## src/rtl/negate_arbiter_pkg.sv

```systemverilog
//------------------------------------------------------------------------------
// Module  : negate_arbiter_pkg
// Purpose : Shared constants for the negate/abs arbiter: operation codes,
//           result-slot state encoding and the completion-counter width.
// Ports   : none (package)
// Revision: 1.0 - initial release
//------------------------------------------------------------------------------
`default_nettype none

package negate_arbiter_pkg;

  // Operation select carried on reqN_op
  localparam logic OP_NEG = 1'b0;
  localparam logic OP_ABS = 1'b1;

  // Result-slot state encoding
  localparam logic [0:0] ST_EMPTY = 1'b0;
  localparam logic [0:0] ST_FULL  = 1'b1;

  // Width of the completed-handshake counter
  localparam int DONE_CNT_W = 16;

endpackage : negate_arbiter_pkg

`default_nettype wire

```

## src/rtl/negate_arbiter_rr_arb2.sv

```systemverilog
//------------------------------------------------------------------------------
// Module  : rr_arb2
// Purpose : Combinational two-way round-robin picker. A lone valid requester
//           always wins; under contention the requester that did NOT win
//           last time is chosen.
// Ports   : i_valid0/i_valid1 - requester valids
//           i_last_grant      - id of the most recent grant
//           o_grant           - chosen requester id (0 when none valid)
//           o_any_valid       - at least one requester is valid
// Revision: 1.0 - initial release
//------------------------------------------------------------------------------
`default_nettype none

module rr_arb2 (
  input  logic i_valid0,
  input  logic i_valid1,
  input  logic i_last_grant,
  output logic o_grant,
  output logic o_any_valid
);

  always_comb begin
    o_any_valid = i_valid0 | i_valid1;
    if (i_valid0 && i_valid1) begin
      o_grant = ~i_last_grant;
    end else begin
      // Single (or no) requester: requester 1 only when it alone is valid
      o_grant = i_valid1;
    end
  end

endmodule : rr_arb2

`default_nettype wire

```

## src/rtl/negate_arbiter.sv

```systemverilog
//------------------------------------------------------------------------------
// Module  : negate_arbiter
// Purpose : Shares one two's-complement negate / absolute-value datapath
//           between two valid/ready requesters with round-robin arbitration.
//           A single registered result slot gives a fixed 1-cycle latency and
//           supports back-to-back results while the consumer keeps taking.
// Ports   : clk, rst_n                  - clock, async active-low reset
//           reqN_valid/op/data/ready     - requester N handshake (N = 0,1)
//           res_valid/data/ovf/id/ready  - result handshake
//           done_cnt                     - completed result handshakes (wraps)
// Revision: 1.0 - initial release
//------------------------------------------------------------------------------
`default_nettype none

module negate_arbiter
  import negate_arbiter_pkg::*;
#(
  parameter int WIDTH = 8,
  parameter bit SAT   = 1'b0
) (
  input  logic                  clk,
  input  logic                  rst_n,
  input  logic                  req0_valid,
  input  logic                  req0_op,
  input  logic [WIDTH-1:0]      req0_data,
  output logic                  req0_ready,
  input  logic                  req1_valid,
  input  logic                  req1_op,
  input  logic [WIDTH-1:0]      req1_data,
  output logic                  req1_ready,
  output logic                  res_valid,
  output logic [WIDTH-1:0]      res_data,
  output logic                  res_ovf,
  output logic                  res_id,
  input  logic                  res_ready,
  output logic [DONE_CNT_W-1:0] done_cnt
);

  localparam logic [WIDTH-1:0] C_MOST_NEG = {1'b1, {(WIDTH-1){1'b0}}};
  localparam logic [WIDTH-1:0] C_MOST_POS = {1'b0, {(WIDTH-1){1'b1}}};

  logic [0:0]            r_state;
  logic                  r_last_grant;
  logic [WIDTH-1:0]      r_res_data;
  logic                  r_res_ovf;
  logic                  r_res_id;
  logic [DONE_CNT_W-1:0] r_done_cnt;

  logic                  w_grant;
  logic                  w_any_valid;
  logic                  w_can_accept;
  logic                  w_accept;
  logic                  w_res_hs;
  logic                  w_sel_op;
  logic [WIDTH-1:0]      w_sel_data;
  logic [WIDTH-1:0]      w_neg;
  logic                  w_ovf;
  logic [WIDTH-1:0]      w_result;

  rr_arb2 u_rr_arb2 (
    .i_valid0     (req0_valid),
    .i_valid1     (req1_valid),
    .i_last_grant (r_last_grant),
    .o_grant      (w_grant),
    .o_any_valid  (w_any_valid)
  );

  // The slot can take a new result when empty, or when the current one is
  // being consumed this very cycle (back-to-back without a bubble).
  assign w_can_accept = (r_state == ST_EMPTY) || ((r_state == ST_FULL) && res_ready);
  assign w_accept     = w_can_accept && w_any_valid;
  assign w_res_hs     = (r_state == ST_FULL) && res_ready;

  assign req0_ready = w_accept && (w_grant == 1'b0);
  assign req1_ready = w_accept && (w_grant == 1'b1);

  // Shared datapath operates on the granted requester's operands
  assign w_sel_op   = w_grant ? req1_op   : req0_op;
  assign w_sel_data = w_grant ? req1_data : req0_data;

  always_comb begin
    w_neg = ~w_sel_data + WIDTH'(1);
    // Only the most-negative value has no positive counterpart; both ops
    // negate it (abs of a negative operand is its negation).
    w_ovf = (w_sel_data == C_MOST_NEG);
    if (w_ovf) begin
      w_result = SAT ? C_MOST_POS : C_MOST_NEG;
    end else if ((w_sel_op == OP_ABS) && !w_sel_data[WIDTH-1]) begin
      w_result = w_sel_data;
    end else begin
      w_result = w_neg;
    end
  end

  always_ff @(posedge clk or negedge rst_n) begin
    if (!rst_n) begin
      r_state      <= ST_EMPTY;
      r_last_grant <= 1'b1;
      r_res_data   <= '0;
      r_res_ovf    <= 1'b0;
      r_res_id     <= 1'b0;
      r_done_cnt   <= '0;
    end else begin
      if (w_accept) begin
        r_state      <= ST_FULL;
        r_last_grant <= w_grant;
        r_res_data   <= w_result;
        r_res_ovf    <= w_ovf;
        r_res_id     <= w_grant;
      end else if (w_res_hs) begin
        // Result payload is left stale; only the valid flag drops
        r_state <= ST_EMPTY;
      end

      if (w_res_hs) begin
        r_done_cnt <= r_done_cnt + DONE_CNT_W'(1);
      end
    end
  end

  assign res_valid = (r_state == ST_FULL);
  assign res_data  = r_res_data;
  assign res_ovf   = r_res_ovf;
  assign res_id    = r_res_id;
  assign done_cnt  = r_done_cnt;

endmodule : negate_arbiter

`default_nettype wire
```

## config.mk

```make
export PLATFORM = sky130hd
export DESIGN_NAME = negate_arbiter
export DESIGN_NICKNAME = d
export VERILOG_FILES = /design/src/rtl/negate_arbiter_pkg.sv /design/src/rtl/negate_arbiter_rr_arb2.sv /design/src/rtl/negate_arbiter.sv
export SDC_FILE = /design/constraint.sdc
export NUM_CORES = 1
export LEC_CHECK = 0
export CORE_MARGIN = 1
export CORE_UTILIZATION = 44
export DETAILED_ROUTE_END_ITERATION = 16
export HOLD_SLACK_MARGIN = 0.12
export PLACE_DENSITY = 0.85
export SYNTH_ARGS = -nofsm -noshare
export SYNTH_HDL_FRONTEND = slang
export SYNTH_SLANG_ARGS = --single-unit
```

## constraint.sdc

```tcl
create_clock -name clk -period 1.8 [get_ports clk]
set_input_delay 0.36 -clock clk [delete_from_list [all_inputs] [get_ports clk]]
set_output_delay 0.36 -clock clk [all_outputs]
set_load 0.01 [all_outputs]
```

==> impl_metrics.yaml <==
final_layout:
  fin_util_pct: 73.4
  area_delta_synth_final_pct: 54.8
  drive_gt1_share_pct: 21.6
  nets: 247
  insertedDiodeCount: 0
route:
  wl_per_cell_um: 12.5
  viasPerCell: 5.07
  final_antenna_net_count: 0
  wirelength_um: 3310
  firstDrtPassIters: 4
  drcViolationCount: 0
  drt_iter0_drc: 45
  vias: 1348
synthesis:
  synth_area_mm2: 0.00147
  synthXorXnorAreaFrac_pct: 13.1
  ys_ff_latch: 28
  ys_seq_area_share_pct: 47.7
  synthTopCellsByArea: "dfrtp_1 46%, xnor2_1 8.9%, nand2_1 6.1%"
  ys_warn_count: 0
  yosys.area.top_type: "dfrtp_1"
  synth_edf_count: 0
  async_reset_ff_share_pct: 100
  syn_area_per_cell_um2: 10.4
  yosysTopAreaCellShare_pct: 45.9
  synthMuxAreaShare_pct: 9.44
  yosysUniqueCellTypes: 34
  synth_nets: 166
  synth_compound_area_share_pct: 9.61
  synth_flop_cell: "dfrtp_1"
  postSynthCellCount: 142
  synthAdderAreaFrac_pct: 0.850
  synth_top_family_by_area: "simple AND/OR/NAND/NOR gates"
  synth-simple-area-share_pct: 18.0
min_path:
  hold_path.class: "in -> async"
sta:
  setup_viol: 1
  finalHoldWorstSlack_ns: 0.396
  fmax_ghz: 0.555
  period_needed_ns: 1.80
  setup_ws_ns: -0.000697
  rsz0062_at_grt: "true"
  slew_viol_final: 0
  worst_pin_slew_ns: 0.390
  skew_ns: 0.00202
  hold_viol: 0
  relSlewSlack_pct: 73.8
  period_share_pct: 100
global_route:
  antenna_found_initial: 0
  grt-ovfl-total: 0
  grt_pass1_vias: 1240
  grt_pass1_wl_um: 5020
  grtUsageTotal_pct: 19.2
  grt_start_max_net_pins: 29
clock_tree:
  postCtsSetupBuffers: 0
  hold_buffers: 0
  cts.clk_slew.worst_paths_ns: 0.15
  cts_tree: "done"
  clock_latency_ns: 0.32
  numCtsBuffers: 3
  clockRootBuffer: "clkbuf_4"
  clock-sinks: 28
  cts_buffer_depth: 2
  htreeDepth: 1
worst_setup_path:
  timing.reg2reg.setup_slack_ns: -0.0007
  arrival_ns: 2.06
  worst-path-max-fanout: 5
  r2r-start: "r_last_grant"
  rr_endpoint: "res_data[6]"
  crit_required_ns: 2.06
  worst_setup_path_end_kind: "flop"
  startpoint_type: "flop"
  critPathKind: "reg -> reg"
  worstRegToRegCells: 6
floorplan:
  rows: 20
  fp.dieW_um: 59.8
  core_mm2: 0.00310
  die_h_um: 59.8
  dieArea_mm2: 0.00358
  start_util_pct: 47.4
  boundaryPins: 52
power:
  powerDensity_mw_per_mm2: 823
  p_leak_nw: 0.998
  power_mw: 1.87
  peakVddDrop_mv: 0.462
placed_design:
  gp_congestion: 0.849
  hpwl_um: 2720
  port_buffers: 51
status:
  outcome: "finished, violations left"
  violations: "negative setup slack"
run:
  maxCapViolations: 0
## routing by layer
metal | track usage (%) | vias up | routed length [µm]
met5 | 0 | - | 0
met4 | 6.64 | 0 | 58
met3 | 3.68 | 6 | 186
met2 | 37.9 | 50 | 1710
met1 | 19.6 | 637 | 1360
li1 | - | 655 | -
## report_power, final
group / switching (mW) / internal (mW) / leakage [nW] / total (mW)
clock network: 0.179 / 0.124 / 0.0210 / 0.303
logic: 0.284 / 0.426 / 0.620 / 0.710
registers: 0.117 / 0.745 / 0.357 / 0.862
## worst max-delay path by stage
stage	startpoint	endpoint	slack, ns	depth (start not counted)
detailed placement	req0_valid	res_data[5]	-0.38	7
finish	r_last_grant	res_data[6]	-0.0007	6
floorplan	r_last_grant	res_data[7]	0.18	6
global route	r_last_grant	res_data[6]	-0.03	6
global placement	req1_valid	req0_ready	-0.34	5
CTS	r_last_grant	res_data[5]	0.02	6
## state kept, by name, summed over array words and instances, names as in the netlist
| signal | cells |
|---|---|
| res_valid | 1 |
| done_cnt | 16 |
| r_last_grant | 1 |
| res_ovf | 1 |
| res_data | 8 |
| res_id | 1 |
## logic make-up after synthesis
kind of cell / after synthesis
AOI/OAI and AO/OA: 22
buffers and inverters: 3
muxes: 11
xor gates and xnor gates: 22
and+or+nand+nor: 55
adders and majority gates: 1
DFF: 28
## layout by cell type, fill, tap and decap left out, types with 4 or more instances in the layout
cell type        netlist  routed
nand3_1                5       5
nand2_1               24      24
clkdlybuf4s50_1        0      47
o21ai_1                4       5
o21ai_0                9       8
mux2i_1                4       4
nor2_1                 6       5
xnor2_1               15      15
buf_4                  0      28
nand4_1                4       4
dfrtp_1               27      27
xor2_1                 7       7
## metrics by stage
stage	setup TNS (ns)	setup slack, ns	instances	area, µm²
global route	-0.0760	-0.0267	266	2280
CTS	0	0.0236	266	2270
detailed placement	-3.03	-0.383	262	2230
finish	-0.000697	-0.000697	266	2280
global placement	-2.51	-0.337	262	2230
floorplan	0	0.178	142	1470
## repair_timing
| action | in CTS | in global routing |
|---|---|---|
| gates resized for setup | 10 | 3 |
| setup endpoints to repair | 6 | 5 |
| hold endpoints to repair | 0 | 0 |
## layout make-up
type | instances | area [µm²]
sequential | 28 | 702
tap | 44 | 55.1
multi-input combinational | 111 | 771
fill | 246 | 826
clock buffer | 4 | 36.3
timing repair buffer | 79 | 713
## critical path: stages (launching register included)
cell and delay (ns):
dfstp_2 0.59, a21bo_2 0.22, buf_4 0.20, mux2i_4 0.29, a41oi_2 0.15, xor2_1 0.18
o21ai_1 0.11
## synth_stat cells, drive strengths merged, types with 4 or more instances
master	number
dfrtp	27
nand2	24
xnor2	15
o21ai	13
mux2i	7
xor2	7
nor2	6
nand3	5
mux2	4
nand4	4
No activity file was read; power rests on OpenSTA's default activity.
